`src/rtl/pong_game_ctrl.sv`:
```
// pong_game_ctrl: per-frame game sequencer for socially-distanced Pong.
// Holds ball, paddle and score state. The game advances once per video frame on
// frame_tick, so the renderer sees values that stay stable through active video.
//
// Ports
//   CLOCK_50    in   50 MHz clock, all state on rising edge
//   reset       in   asynchronous active-low reset
//   frame_tick  in   1-cycle pulse at start of vertical blank
//   start       in   1-cycle pulse, start/restart game (honoured in IDLE/GAMEOVER only)
//   l_up, l_dn  in   left paddle buttons, active-high
//   r_up, r_dn  in   right paddle buttons, active-high
//   ball_x/y    out  ball top-left column/row
//   paddle_l_y  out  left paddle top row
//   paddle_r_y  out  right paddle top row
//   score_l/r   out  scores, saturating at WIN_SCORE
//   state       out  game state (table below)
//
// Build option: define SPEEDUP_EN to speed the ball up by one px/frame every
// fourth paddle hit (capped at BALL_STEP_MAX); otherwise the step is fixed.
//
// state | meaning
// ------+----------------------------------------------------
//   0   | IDLE     waiting for start after reset
//   1   | SERVE    ball held centred for SERVE_FRAMES ticks
//   2   | PLAY     paddles and ball move every tick
//   3   | POINT    one-tick pause after a miss, ball frozen
//   4   | GAMEOVER a player reached WIN_SCORE, waiting for start
module pong_game_ctrl #(
  parameter int H_ACTIVE      = 640,
  parameter int V_ACTIVE      = 480,
  parameter int PADDLE_H      = 64,
  parameter int PADDLE_W      = 8,
  parameter int PADDLE_XL     = 16,
  parameter int BALL_SIZE     = 8,
  parameter int PADDLE_STEP   = 4,
  parameter int BALL_STEP     = 2,
  parameter int BALL_STEP_MAX = 6,
  parameter int SERVE_FRAMES  = 60,
  parameter int WIN_SCORE     = 7
) (
  input  logic       CLOCK_50,
  input  logic       reset,
  input  logic       frame_tick,
  input  logic       start,
  input  logic       l_up,
  input  logic       l_dn,
  input  logic       r_up,
  input  logic       r_dn,
  output logic [9:0] ball_x,
  output logic [9:0] ball_y,
  output logic [9:0] paddle_l_y,
  output logic [9:0] paddle_r_y,
  output logic [3:0] score_l,
  output logic [3:0] score_r,
  output logic [2:0] state
);

  localparam logic [2:0] ST_IDLE     = 3'd0;
  localparam logic [2:0] ST_SERVE    = 3'd1;
  localparam logic [2:0] ST_PLAY     = 3'd2;
  localparam logic [2:0] ST_POINT    = 3'd3;
  localparam logic [2:0] ST_GAMEOVER = 3'd4;

  localparam logic [9:0] BALL_X0      = 10'(H_ACTIVE / 2 - BALL_SIZE / 2);
  localparam logic [9:0] BALL_Y0      = 10'(V_ACTIVE / 2 - BALL_SIZE / 2);
  localparam logic [9:0] PADDLE_Y0    = 10'((V_ACTIVE - PADDLE_H) / 2);
  localparam logic [9:0] PADDLE_Y_MAX = 10'(V_ACTIVE - PADDLE_H);
  localparam logic [9:0] PSTEP        = 10'(PADDLE_STEP);
  localparam logic [9:0] BALL_Y_MAX   = 10'(V_ACTIVE - BALL_SIZE);
  // Ball x after bouncing off the inner face of each paddle.
  localparam logic [9:0] X_HIT_L      = 10'(PADDLE_XL + PADDLE_W);
  localparam logic [9:0] X_HIT_R      = 10'(H_ACTIVE - PADDLE_XL - PADDLE_W - BALL_SIZE);
  localparam logic signed [10:0] NX_HIT_L = 11'(PADDLE_XL + PADDLE_W);
  localparam logic signed [10:0] NX_HIT_R = 11'(H_ACTIVE - PADDLE_XL - PADDLE_W - BALL_SIZE);
  localparam logic signed [10:0] NX_MAX   = 11'(H_ACTIVE - BALL_SIZE);
  localparam logic signed [10:0] NY_MAX   = 11'(V_ACTIVE - BALL_SIZE);
  localparam logic [3:0] WIN = 4'(WIN_SCORE);

  localparam int CNT_W    = $clog2(SERVE_FRAMES);
  localparam logic [CNT_W-1:0] SERVE_LAST = CNT_W'(SERVE_FRAMES - 1);
  localparam int STEP_CAP = (BALL_STEP_MAX > BALL_STEP) ? BALL_STEP_MAX : BALL_STEP;
  localparam int STEP_W   = $clog2(STEP_CAP + 1);

  logic [CNT_W-1:0]  serve_cnt;
  logic [STEP_W-1:0] step;
  logic              dx_neg, dy_neg, lost_left;
  logic [9:0]        pl_nxt, pr_nxt;
  logic signed [10:0] step_s, nx, ny;
  logic [10:0]       ball_top, ball_bot;
  logic              hit_l, hit_r, miss_l, miss_r, start_ok, win;

  function automatic logic [9:0] paddle_next(input logic [9:0] p, input logic up,
                                             input logic dn);
    logic [9:0] r;
    r = p;
    if (up && !dn)      r = (p < PSTEP) ? 10'd0 : p - PSTEP;
    else if (dn && !up) r = (p > PADDLE_Y_MAX - PSTEP) ? PADDLE_Y_MAX : p + PSTEP;
    return r;
  endfunction

  // Paddles move first; the ball is tested against this frame's paddle rows.
  always_comb begin
    pl_nxt   = paddle_next(paddle_l_y, l_up, l_dn);
    pr_nxt   = paddle_next(paddle_r_y, r_up, r_dn);
    step_s   = signed'(11'(step));
    nx       = dx_neg ? signed'({1'b0, ball_x}) - step_s : signed'({1'b0, ball_x}) + step_s;
    ny       = dy_neg ? signed'({1'b0, ball_y}) - step_s : signed'({1'b0, ball_y}) + step_s;
    ball_top = {1'b0, ball_y};
    ball_bot = ball_top + 11'(BALL_SIZE);
    hit_l    = dx_neg && (nx <= NX_HIT_L) && (ball_bot > {1'b0, pl_nxt}) &&
               (ball_top < {1'b0, pl_nxt} + 11'(PADDLE_H));
    hit_r    = !dx_neg && (nx >= NX_HIT_R) && (ball_bot > {1'b0, pr_nxt}) &&
               (ball_top < {1'b0, pr_nxt} + 11'(PADDLE_H));
    miss_l   = nx[10];
    miss_r   = nx > NX_MAX;
  end

  assign start_ok = start && (state == ST_IDLE || state == ST_GAMEOVER);
  assign win      = (score_l == WIN) || (score_r == WIN);

  always_ff @(posedge CLOCK_50 or negedge reset) begin
    if (!reset) begin
      state      <= ST_IDLE;
      ball_x     <= BALL_X0;
      ball_y     <= BALL_Y0;
      paddle_l_y <= PADDLE_Y0;
      paddle_r_y <= PADDLE_Y0;
      score_l    <= 4'd0;
      score_r    <= 4'd0;
      dx_neg     <= 1'b0;
      dy_neg     <= 1'b0;
      lost_left  <= 1'b0;
      serve_cnt  <= '0;
    end else if (start_ok) begin
      state     <= ST_SERVE;
      serve_cnt <= '0;
      score_l   <= 4'd0;
      score_r   <= 4'd0;
      ball_x    <= BALL_X0;
      ball_y    <= BALL_Y0;
      dx_neg    <= 1'b0;
      dy_neg    <= 1'b0;
    end else if (frame_tick) begin
      case (state)
        ST_SERVE: begin
          paddle_l_y <= pl_nxt;
          paddle_r_y <= pr_nxt;
          if (serve_cnt == SERVE_LAST) state <= ST_PLAY;
          else serve_cnt <= serve_cnt + 1'b1;
        end
        ST_PLAY: begin
          paddle_l_y <= pl_nxt;
          paddle_r_y <= pr_nxt;
          if (hit_l || hit_r || !(miss_l || miss_r)) begin
            if (hit_l) begin
              ball_x <= X_HIT_L;
              dx_neg <= 1'b0;
            end else if (hit_r) begin
              ball_x <= X_HIT_R;
              dx_neg <= 1'b1;
            end else begin
              ball_x <= nx[9:0];
            end
            if (ny[10]) begin
              ball_y <= 10'd0;
              dy_neg <= 1'b0;
            end else if (ny > NY_MAX) begin
              ball_y <= BALL_Y_MAX;
              dy_neg <= 1'b1;
            end else begin
              ball_y <= ny[9:0];
            end
          end else begin
            // Miss: ball stays where it was for the POINT frame.
            state     <= ST_POINT;
            lost_left <= miss_l;
            if (miss_l) begin
              if (score_r != WIN) score_r <= score_r + 4'd1;
            end else begin
              if (score_l != WIN) score_l <= score_l + 4'd1;
            end
          end
        end
        ST_POINT: begin
          if (win) begin
            state <= ST_GAMEOVER;
          end else begin
            state     <= ST_SERVE;
            serve_cnt <= '0;
            ball_x    <= BALL_X0;
            ball_y    <= BALL_Y0;
            dx_neg    <= lost_left;   // serve toward the player who lost the point
            dy_neg    <= 1'b0;
          end
        end
        ST_IDLE, ST_GAMEOVER: ;
        default: state <= ST_IDLE;
      endcase
    end
  end

`ifdef SPEEDUP_EN
  logic [1:0] hit_cnt;
  logic       serve_init;

  assign serve_init = start_ok || (frame_tick && state == ST_POINT && !win);

  always_ff @(posedge CLOCK_50 or negedge reset) begin
    if (!reset) begin
      step    <= STEP_W'(BALL_STEP);
      hit_cnt <= 2'd0;
    end else if (serve_init) begin
      step    <= STEP_W'(BALL_STEP);
      hit_cnt <= 2'd0;
    end else if (frame_tick && state == ST_PLAY && (hit_l || hit_r)) begin
      hit_cnt <= hit_cnt + 2'd1;
      if (hit_cnt == 2'd3 && step < STEP_W'(STEP_CAP)) step <= step + 1'b1;
    end
  end
`else
  assign step = STEP_W'(BALL_STEP);
`endif

endmodule

```
`config.mk`:
```
export PLATFORM = sky130hd
export DESIGN_NAME = pong_game_ctrl
export DESIGN_NICKNAME = d
export VERILOG_FILES = /design/src/rtl/pong_game_ctrl.sv
export SDC_FILE = /design/constraint.sdc
export NUM_CORES = 1
export LEC_CHECK = 0
export CAP_MARGIN = 15
export CORE_ASPECT_RATIO = 0.8
export CORE_UTILIZATION = 30
export CTS_BUF_LIST = sky130_fd_sc_hd__clkbuf_16
export CTS_CLUSTER_DIAMETER = 80
export DETAILED_ROUTE_END_ITERATION = 8
export PLACE_DENSITY = 0.52
export SKIP_CTS_REPAIR_TIMING = 1
export SYNTH_ARGS = -nofsm -noshare
export SYNTH_HDL_FRONTEND = slang
export SYNTH_SLANG_ARGS = --single-unit
```
`constraint.sdc`:
```
create_clock -name CLOCK_50 -period 4.06 [get_ports CLOCK_50]
set_input_delay 0.812 -clock CLOCK_50 [delete_from_list [all_inputs] [get_ports CLOCK_50]]
set_output_delay 0.812 -clock CLOCK_50 [all_outputs]
set_load 0.05 [all_outputs]
```
==> metrics.cfg <==
[worst_setup_path]
critical_path_class = flip-flop to flip-flop
end_kind = flip-flop
rr_worst_depth = 18
required_ps = 4270
path_cells = or4_4, or2_4, buf_12, nor2_4, nor2_4, and2_4, ha_4, xnor2_2, ha_2, or4_4, a21oi_2, o21ai_2, o22ai_1, a311oi_2, or3_4, a41oi_4, clkbuf_16, o32ai_2
crit_fanout = 6
critPathLaunchType = flip-flop
path_delay_family = simple AND/OR/NAND/NOR gates
path_depth = 18
crit_arrival_ps = 4420
max_stage_delay_ps = 540
cp_num_buf_inv = 2
slowest_stage = or4_4

[layout]
n_fill_cell = 1825
fin_area_mm2 = 0.00802
syn_to_final_growth_pct = 40.2
multi_input_comb_area_mm2 = 0.00424
layout_common_cells = 112 x buf_4, 73 x nand2_1, 57 x nor2_1
num_antenna_cells = 0
final_common_cell = buf_4
final_cells = 1109
postLayoutCoreUtil_pct = 43.6
seqCellArea_mm2 = 0.00148
drive_gt1_share_pct = 28.3
nets = 921

[run_status]
status = complete, but fails checks
violations = negative setup slack

[clock_network]
h-tree-depth = 3
cts_tree = yes
clkTransAtPathRegs_ps = 60
numCtsBuffers = 9
cts.sinks = 58
clk_latency_ps = 340
cts-root-buf = clkbuf_16
cts_buffer_depth = 2

[timing]
post-route-period-util_pct = 104
rsz0062_at_grt = yes
worst_pin_slew_ps = 988
hold_violations = 0
postLayoutSetupSlackWorst_ps = -156
setup_viol = 25
max_freq_mhz = 237
min_period_ps = 4220
drv_slew = 0
fin_skew_ps = 8.01
max-slew-margin-rel_pct = 33.2

[synthesis]
synth-main-ff-cell = dfrtp_1
synth_warnings = 0
async_flop_share_pct = 100
syn-mean-instance-area_um2 = 8.31
ys_seq_area_share_pct = 25.7
syn_area_mm2 = 0.00572
synth_cell_types = 88
synth_edf_count = 0
ys_ff_latch = 58
syn_inst = 688

[placement]
hpwlAfterDp_um = 14500
place_congestion = 0.883
postPlaceCellArea_mm2 = 0.00731
dpl_worst_slack_ps = -793
dp_cells = 1072
io_buffer_count = 56

[hold_path]
hp-class = flip-flop to flip-flop
hold_depth = 1

[route]
via_count = 5905
wirelength_um = 18900
ant_nets = 0
viasPerCell = 5.32
drc = 0
drtIter0Drc = 354
wl_per_cell_um = 17.0
drt_pre_antenna_iters = 5

[die]
rows = 44
die_height_um = 125
die_area_mm2 = 0.0196
num_io_pins = 59
initial_core_util_pct = 31.1
fp.coreArea_mm2 = 0.0184
dieWidth_um = 156

[flow_run]
maxCapViolCount = 0

[global_route]
grt_pass1_wl_um = 30000
grt_max_degree = 39
grt_overflow_total = 0
grt_pass1_vias = 5665
antenna_found_initial = 0
globalRouteTotalUtil_pct = 19.5

## registers in the layout, summed over array words and instances (netlist names)
signal and cells:
ball_x 9, ball_y 9, dx_neg 1, dy_neg 1, lost_left 1, paddle_l_y 10
paddle_r_y 10, score_l 4, score_r 4, serve_cnt 6, state 3
## cells in the mapped netlist, drive strengths merged, types with 3 or more instances
cell type  number  area [um^2]
clkbuf         17         93.8
o22ai           9         56.3
nand4          14         87.6
o211a           5         50.1
nor3b           4         41.3
o21a            6         45.0
o311ai          5         58.8
xor2            9         78.8
a31o            4         35.0
a21oi          37          189
xnor2          15          131
or4             7         60.1
o32ai           5         43.8
ha             60          751
o31ai           5         37.5
inv            39          146
a2bb2oi         4         53.8
or3             9         61.3
nor2           60          225
a21o           16          123
mux2i           6         60.1
dfstp          16          420
nor2b           8         50.1
nand2          75          284
buf             6         46.3
or2             7         43.8
dfrtp          42         1050
nand3          21          110
a32o            3         31.3
o21bai          4         30.0
a211oi         10         80.1
o41ai           3         45.1
o21ai          47          235
and2           10         62.6
a31oi          11         83.8
o211ai         10         75.1
nor4            4         25.0
a21boi          3         22.5
and3            7         48.8
nor3           25          145
nand2b          5         31.3
## cells by family after synthesis
kind of cell / after synthesis / synth area share (%)
flip-flops: 58 / 25.7
XOR/XNOR: 24 / 3.68
buffers and inverters: 62 / 5.01
AO/OA/AOI/OAI: 206 / 26.2
other: 1 / 0.0656
multiplexers: 7 / 1.25
adder cells (fa/ha/maj): 62 / 13.8
AND/OR/NAND/NOR: 268 / 24.3
## layer usage
layer	up-vias	part of all wire, %	track usage (%)
met5	-	0	0
met4	0	1.2	5.65
met3	21	5.0	3.47
met2	136	44	29.3
met1	2859	50	28.2
li1	2889	-	-
## metrics by stage
step                setup TNS (ps)  hold slack, ps
finish                       -2370             505
global route                 -6940             543
CTS                         -10520             512
detailed placement          -21100             502
global placement            -18610             489
floorplan                     -392             467
## final cells by class
| class | count | share of cell area, % |
|---|---|---|
| tap | 253 | 3.95 |
| inverter | 39 | 1.83 |
| clock inverter | 7 | 1.15 |
| sequential | 58 | 18.4 |
| multi-input combinational | 569 | 52.9 |
| timing repair buffer | 174 | 18.9 |
| clock buffer | 9 | 2.81 |
## worst register-to-register path, stage by stage (launching register included)
cell       delay (ps)
dfstp_2           360
or4_4             540
or2_4             280
buf_12            130
nor2_4            130
nor2_4             60
and2_4            150
ha_4              170
xnor2_2           140
ha_2              180
or4_4             480
a21oi_2           130
o21ai_2            80
o22ai_1           140
a311oi_2           80
or3_4             420
a41oi_4           330
clkbuf_16         220
o32ai_2            60
## final timing paths
| kind | from | end | slack (ps) |
|---|---|---|---|
| worst max register to register | paddle_r_y[6]$_DFFE_PN1P_ | ball_x[6]$_DFFE_PN0P_ | -160 |
| worst min-delay path | score_r[3]$_DFFE_PN0P_ | score_r[3]$_DFFE_PN0P_ | 500 |
| worst max-delay path | paddle_r_y[6]$_DFFE_PN1P_ | ball_x[6]$_DFFE_PN0P_ | -160 |
| worst min register to register | score_r[3]$_DFFE_PN0P_ | score_r[3]$_DFFE_PN0P_ | 500 |
| min in group asynchronous | reset | paddle_l_y[3]$_DFFE_PN0P_ | 620 |
| max in group asynchronous | reset | ball_x[5]$_DFFE_PN1P_ | 2520 |
Power is not shown: default switching activity piles up to over one toggle a cycle in this logic, so the estimate is an artifact.
